--- src/rtl/lfsr_hist_seq.sv ---
// Run controller for the LFSR-to-histogram datapath: clears bins, seeds the LFSR,
// forwards exactly N samples, then reads every bin back while tracking the peak.
module lfsr_hist_seq #(
    parameter int DATA_W   = 32,
    parameter int CNT_W    = 32,
    parameter int NUM_BINS = 16,
    parameter int IDX_W    = 4
) (
    input  logic              aclk,
    input  logic              aresetn,
    input  logic              cfg_start,
    input  logic              cfg_abort,
    input  logic [DATA_W-1:0] cfg_seed,
    input  logic [CNT_W-1:0]  cfg_num_samples,
    output logic [DATA_W-1:0] lfsr_seed,
    output logic              lfsr_load,
    output logic              lfsr_en,
    input  logic [DATA_W-1:0] gen_tdata,
    input  logic              gen_tvalid,
    output logic              gen_tready,
    output logic [DATA_W-1:0] m_axis_tdata,
    output logic              m_axis_tvalid,
    input  logic              m_axis_tready,
    output logic              hist_clear,
    output logic              hist_readout,
    input  logic [DATA_W-1:0] s_axis_tdata,
    input  logic              s_axis_tvalid,
    output logic              s_axis_tready,
    output logic              sts_busy,
    output logic              sts_done,
    output logic              sts_aborted,
    output logic [CNT_W-1:0]  sts_samples,
    output logic [DATA_W-1:0] sts_max_val,
    output logic [IDX_W-1:0]  sts_max_idx
);

    typedef enum logic [2:0] {IDLE, CLEAR, SEED, RUN, READ, DONE} state_t;

    state_t            state, state_nxt;
    logic [CNT_W-1:0]  num_samples;
    logic [IDX_W-1:0]  bin_idx;
    logic              start_ok, abort_ok, gen_beat, bin_beat, last_bin;

    // Abort outranks start, and only a quiescent controller accepts a new run.
    assign start_ok = cfg_start && !cfg_abort && (state == IDLE || state == DONE);
    assign abort_ok = cfg_abort && !(state == IDLE || state == DONE);
    assign last_bin = (bin_idx == IDX_W'(NUM_BINS - 1));

    always_ff @(posedge aclk or negedge aresetn) begin
        if (!aresetn) begin
            state <= IDLE;
        end else begin
            state <= state_nxt;
        end
    end

    always_comb begin
        state_nxt     = state;
        lfsr_load     = 1'b0;
        lfsr_en       = 1'b0;
        gen_tready    = 1'b0;
        m_axis_tdata  = '0;
        m_axis_tvalid = 1'b0;
        hist_clear    = 1'b0;
        hist_readout  = 1'b0;
        s_axis_tready = 1'b0;
        sts_busy      = 1'b0;
        gen_beat      = 1'b0;
        bin_beat      = 1'b0;
        case (state)
            IDLE, DONE: begin
                if (start_ok) state_nxt = CLEAR;
            end
            CLEAR: begin
                hist_clear = 1'b1;
                sts_busy   = 1'b1;
                state_nxt  = SEED;
            end
            SEED: begin
                lfsr_load = 1'b1;
                sts_busy  = 1'b1;
                state_nxt = (num_samples == '0) ? READ : RUN;
            end
            RUN: begin
                lfsr_en       = 1'b1;
                sts_busy      = 1'b1;
                m_axis_tdata  = gen_tdata;
                m_axis_tvalid = gen_tvalid;
                gen_tready    = m_axis_tready;
                gen_beat      = gen_tvalid && m_axis_tready;
                if (gen_beat && sts_samples == num_samples - CNT_W'(1)) state_nxt = READ;
            end
            READ: begin
                hist_readout  = 1'b1;
                s_axis_tready = 1'b1;
                sts_busy      = 1'b1;
                bin_beat      = s_axis_tvalid;
                if (bin_beat && last_bin) state_nxt = DONE;
            end
            default: state_nxt = IDLE;
        endcase
        if (abort_ok) state_nxt = IDLE;
    end

    // Run statistics; the peak uses a strict compare so ties keep the lowest bin.
    always_ff @(posedge aclk or negedge aresetn) begin
        if (!aresetn) begin
            lfsr_seed   <= '0;
            num_samples <= '0;
            sts_samples <= '0;
            sts_max_val <= '0;
            sts_max_idx <= '0;
            bin_idx     <= '0;
            sts_done    <= 1'b0;
            sts_aborted <= 1'b0;
        end else if (start_ok) begin
            lfsr_seed   <= cfg_seed;
            num_samples <= cfg_num_samples;
            sts_samples <= '0;
            sts_max_val <= '0;
            sts_max_idx <= '0;
            bin_idx     <= '0;
            sts_done    <= 1'b0;
            sts_aborted <= 1'b0;
        end else begin
            if (gen_beat) sts_samples <= sts_samples + CNT_W'(1);
            if (bin_beat) begin
                bin_idx <= bin_idx + IDX_W'(1);
                if (s_axis_tdata > sts_max_val) begin
                    sts_max_val <= s_axis_tdata;
                    sts_max_idx <= bin_idx;
                end
                if (last_bin) sts_done <= 1'b1;
            end
            if (abort_ok) begin
                sts_aborted <= 1'b1;
                sts_done    <= 1'b0;
            end
        end
    end

endmodule
--- config.mk ---
export PLATFORM = sky130hd
export DESIGN_NAME = lfsr_hist_seq
export DESIGN_NICKNAME = d
export VERILOG_FILES = /design/src/rtl/lfsr_hist_seq.sv
export SDC_FILE = /design/constraint.sdc
export NUM_CORES = 1
export LEC_CHECK = 0
export CAP_MARGIN = 20
export CORE_UTILIZATION = 42
export CTS_CLUSTER_SIZE = 25
export DETAILED_ROUTE_END_ITERATION = 10
export GPL_TIMING_DRIVEN = 0
export PLACE_DENSITY = 0.77
export SLEW_MARGIN = 20
export SYNTH_ARGS = -nofsm -noshare
export SYNTH_HDL_FRONTEND = slang
export SYNTH_SLANG_ARGS = --single-unit
--- constraint.sdc ---
create_clock -name aclk -period 2.9 [get_ports aclk]
set_input_delay 0.87 -clock aclk [delete_from_list [all_inputs] [get_ports aclk]]
set_output_delay 0.87 -clock aclk [all_outputs]
set_load 0.005 [all_outputs]
-- After elaboration in Yosys (flattened, before gate mapping)
Index checks and enable logic that the tools add are counted.
W data, S select, Z words.
- input bits: 135
- register bits after elaboration: 141
- output and inout port bits: 142
- word-level logic and storage cells: 77
- magnitude comparators: 1
- mux-type cells: 32
- eq/ne operators: 10
- reduce and logical (&&, ||, !) cells: 22
- $add $sub $neg: 3
- operators by type and width (operator ; number):
    $mux W32 ; 6
    $add A32 B1 Y32 const B ; 1
    $eq A32 B32 Y1 ; 1
    $gt A32 B32 Y1 ; 1
    $logic_not A32 Y1 ; 1
    $sub A32 B1 Y32 const B ; 1
    $mux W4 ; 5
    $mux W1 ; 15
    $mux W3 ; 5
    $pmux W3 S5 ; 1
    $ne A3 B3 Y1 const B ; 3
    $reduce_bool A2 Y1 ; 4
    $eq A3 B2 Y1 const B ; 2
    $eq A3 B3 Y1 const B ; 2
    $logic_and A1 B1 Y1 ; 6
    $reduce_bool A3 Y1 ; 2
    $add A4 B1 Y4 const B ; 1
    $eq A4 B4 Y1 const B ; 1
    $reduce_and A2 Y1 ; 2
    $reduce_or A4 Y1 ; 1
    $eq A3 B1 Y1 const B ; 1
    $logic_not A3 Y1 ; 1
    $reduce_and A3 Y1 ; 1
    $logic_not A1 Y1 ; 2
    other kinds (2) ; 2

-- Depth between registers and ports, before layout
- word-level depth: 6
- gate-level depth with buffers: 10
- depth with buffers taken out: 9

-- Worst setup path after synthesis
Ideal clock, no wire load.
- path kind: in2reg
- start point: in s_axis_tdata[14]
- end point: reg sts_max_val[27]
- required time: 2.775 ns
- stages on the path: 8
- path slack: -0.416 ns
- data arrival time: 3.192 ns
- library setup time: 0.125 ns
- path buffers: 1
- cells stage by stage: ha_1 -> a21o_1 -> a211oi_1 -> o21ai_0 -> o32a_1 -> o21ai_1 -> clkbuf_1 -> mux2_2
- word-level cells in the longest chain between the ends: 3
- ends and longest elaborated chain (item ; line ; source):
    start: declaration ; 26 ; input logic [DATA_W-1:0] s_axis_tdata,
    $gt A32 B32 Y1 ; 129 ; if (s_axis_tdata > sts_max_val) begin
    $reduce_bool A2 Y1 (no source line) ; - ;
    $reduce_and A2 Y1 (no source line) ; - ;
    end signal: assignment ; 130 ; sts_max_val <= s_axis_tdata;
    end: declaration ; 33 ; output logic [DATA_W-1:0] sts_max_val,
Every way passes these cells.
A chain may end at the register's enable or synchronous reset.

-- Worst setup path in the final report
- start point: reg num_samples[2]
- end point: reg state[1]
- word-level cells in the longest chain between the ends: 5
- elaborated cells on any way between the ends: 9
- those cells by class: add/sub (1); eq/ne (2); mux (3); reduce/logical (3)
- ends and longest elaborated chain (item ; line ; source):
    start: declaration ; 40 ; logic [CNT_W-1:0] num_samples;
    start signal: assignment ; 118 ; num_samples <= cfg_num_samples;
    $sub A32 B1 Y32 ; 91 ; if (gen_beat && sts_samples == num_samples - CNT_W'(1)) state_nxt = READ;
    $eq A32 B32 Y1 ; 91 ;
    $logic_and A1 B1 Y1 ; 91 ;
    $ne A3 B3 Y1 (no source line) ; - ;
    $reduce_and A3 Y1 (no source line) ; - ;
    end signal: assignment ; 53 ; state <= state_nxt;
    end: declaration ; 39 ; state_t state, state_nxt;
Several ways; a longest one is shown, not always the timed one.

==> run_results.csv <==
group,metric,value,unit
synthesis,syn_avg_cell_area,8.83,µm²
clocking,cts_tree,"done",
power_and_ir_drop,leakagePower,5.74,nW
power_and_ir_drop,p_int,6.09,mW
grt,grt_pass1_wl,39.9,mm
synthesis,synth_cells,942,
timing,slew_viol_final,0,
timing,hold_violations,0,
layout,multi_input_area,4740,µm²
min_path,hold_path_class,"in -> async",
synthesis,synth-compound-area-share,0.0749,
setup_path,crit_path_start_kind,"flip-flop",
routing,viasPerCell,5.18,
layout,area_delta_synth_final,51.9,%
clocking,root_buffer,"clkbuf_16",
power_and_ir_drop,sequentialPowerShare,0.320,
clocking,htreeDepth,4,
timing,min_period,2890,ps
power_and_ir_drop,peakVddDrop,0.462,mV
floorplanning,fp.dieW,143,µm
timing,rsz0062_at_grt,"true",
floorplanning,die_h,143,µm
timing,min_period_over_period,0.995,
floorplanning,core_area,19500,µm²
grt,grt_max_degree,83,
floorplanning,io_pins,277,
layout,num-fill-cells,1589,
synthesis,synth_top_family_by_area,"simple AND/OR/NAND/NOR gates",
routing,drt-pass1-iter-count,5,
power_and_ir_drop,power.share.clock,0.232,
clocking,cts.reportedPaths.clkPinSlew,70,ps
grt,grt-ovfl-total,0,
routing,route.detailed.drc,0,
power_and_ir_drop,total_power,9.64,mW
synthesis,ys.flop_type,"dfrtp_1",
clocking,numCtsBuffers,17,
power_and_ir_drop,power_frac_comb,0.448,
routing,drt_iter0_drc,454,
synthesis,syn-num-nets,1112,
synthesis,syn_area,8320,µm²
layout,nNetsFinal,1429,
placed_design,hpwl,18.4,mm
clocking,ctsHoldBuffers,0,
grt,grt_pass1_vias,7811,
timing,max_freq,0.347,GHz
placed_design,gp_congestion,0.897,
clocking,clk_latency,430,ps
routing,ant_nets,0,
synthesis,ys_seq_area_frac,0.424,
setup_path,end_kind,"flip-flop",
setup_path,critPathArrivalTime,3170,ps
synthesis,ys_types,74,
timing,setup-violations-final,0,
routing,routed_wl,25.4,mm
clocking,clock-sinks,141,
layout,regArea,3540,µm²
timing,tightest_slew,735,ps
power_and_ir_drop,p_switching,3.55,mW
status,status,"finished, final reports clean",
setup_path,crit_type,"reg -> reg",
synthesis,async_flop_share,1.00,
clocking,clk_path_buf_depth,2,
timing,max_slew_margin,0.510,
routing,wire_per_inst,16.5,µm
placed_design,io_buffers,275,
setup_path,r2r_cells,9,
timing,skew,18.2,ps
setup_path,crit_required,3190,ps
grt,antenna_found_initial,0,
power_and_ir_drop,p_sw_frac,0.368,
grt,grt_usage,0.254,
synthesis,synth_mux_area_frac,0.0516,
layout,finish.utilization,0.649,
synthesis,synthAdderAreaFrac,0.0527,
synthesis,synth_edf_count,0,
floorplanning,die_area,20400,µm²
floorplanning,rows,51,
floorplanning,start_util,0.427,
layout,drive_gt1_frac,0.137,
synthesis,synth_warnings,0,
setup_path,crit_fanout,7,
routing,vias,7959,
job,max-cap-violations,0,
power_and_ir_drop,power_density,763,nW/µm²
synthesis,ys_seq_elements,141,
synthesis,yosys.area_share.simple,0.277,
layout,antenna_cells,0,
synthesis,synth_xor_xnor_area_share,0.0737,
-- per-stage QoR --
| step | setup WS, ps | instance area (µm²) | hold slack [ps] | TNS, ps | std cells |
|---|---|---|---|---|---|
| after detailed placement | -987 | 11500 | 462 | -75670 | 1483 |
| after CTS | -18.3 | 12400 | 384 | -73.6 | 1527 |
| final | 14.1 | 12600 | 362 | 0 | 1536 |
| after floorplan | 15.3 | 8360 | 470 | 0 | 942 |
| after global placement | -4930 | 11400 | 458 | -762620 | 1482 |
| after global routing | -43.7 | 12600 | 406 | -427 | 1536 |
-- path summary, 6_finish.rpt --
| kind | slack [ps] | from | end |
|---|---|---|---|
| max | 10 | num_samples[2] | state[1] |
| min | 360 | aresetn | sts_samples[22] |
| max reg2reg | 10 | num_samples[2] | state[1] |
| min reg2reg | 470 | lfsr_seed[18] | lfsr_seed[18] |
| max in group asynchronous | 1740 | aresetn | num_samples[3] |
| min in group aclk | 470 | lfsr_seed[18] | lfsr_seed[18] |
-- power groups by stage --
stage | combinational, mW | sequential (mW) | clock (mW)
detailed placement | 3.86 | 3.07 | 0
global route | 4.74 | 3.15 | 2.34
global placement | 3.79 | 3.06 | 0
finish | 4.32 | 3.08 | 2.24
CTS | 4.13 | 3.06 | 2.26
floorplan | 2.17 | 3.00 | 0
-- state kept, by name (all words and copies together), names as in the netlist --
signal / flops
lfsr_seed: 32
num_samples: 32
sts_max_val: 32
sts_samples: 32
bin_idx: 4
sts_max_idx: 4
state: 3
sts_aborted: 1
sts_done: 1
-- critical path, cell delays in order, from the launching register on --
cell,delay [ps]
dfrtp_1,370
buf_6,130
or4_4,570
buf_4,170
o21ai_0,290
a31oi_1,150
o32ai_1,370
o211ai_2,220
o41ai_4,390
a21boi_1,100
-- layer usage --
metal  share of wire  vias up  global-route usage
met3           0.080       43              0.0718
li1                -     3813                   -
met1            0.40     3800               0.303
met4           0.024        0              0.0928
met5               0        -                   0
met2            0.49      303               0.436
-- cells in the mapped netlist (20+ instances only) --
cell type / number / area, µm²
ha_1: 35 / 438
nor2_1: 95 / 357
nand2_1: 219 / 822
dfrtp_1: 141 / 3530
mux2_2: 31 / 349
nand3_1: 22 / 110
clkbuf_1: 26 / 97.6
xnor2_1: 33 / 289
inv_1: 44 / 165
xor2_1: 37 / 324
and2_1: 36 / 225
o21ai_0: 20 / 100
-- placed cells by master, fill, tap and decap left out, types with 19 or more instances in the layout --
cell,count
inv_1,44
and2_1,36
dfrtp_1,133
nor2_1,93
clkdlybuf4s50_1,249
xor2_1,37
nand3_1,22
ha_1,30
xnor2_1,32
mux2_2,30
buf_4,22
nand2_1,219
nand4_1,19
-- kinds of logic (layout without fill, tap and decap cells) --
family | Yosys count | after routing
and+or+nand+nor | 483 | 483
DFF | 141 | 141
buffers and inverters | 86 | 415
muxes | 39 | 39
xor gates and xnor gates | 70 | 70
adders and majority gates | 35 | 35
AOI/OAI and AO/OA | 88 | 88
-- final cells by class --
cell class	instances	area share
Multi-Input combinational cell	715	0.375
Sequential cell	141	0.280
Timing Repair Buffer	300	0.237
Clock buffer	22	0.0383
Tap cell	265	0.0263
Buffer	40	0.0210
Inverter	44	0.0131
Clock inverter	9	0.00872
-- timing repair --
item | 4_1_cts | 5_1_grt
resized for setup | 67 | 45
gates cloned | 2 | 1
endpoints found under the hold margin | 0 | 0
pin swaps | 28 | 17
setup endpoints to repair | 124 | 79
setup buffers | 12 | 9
No activity file was read; power rests on OpenSTA's default activity.
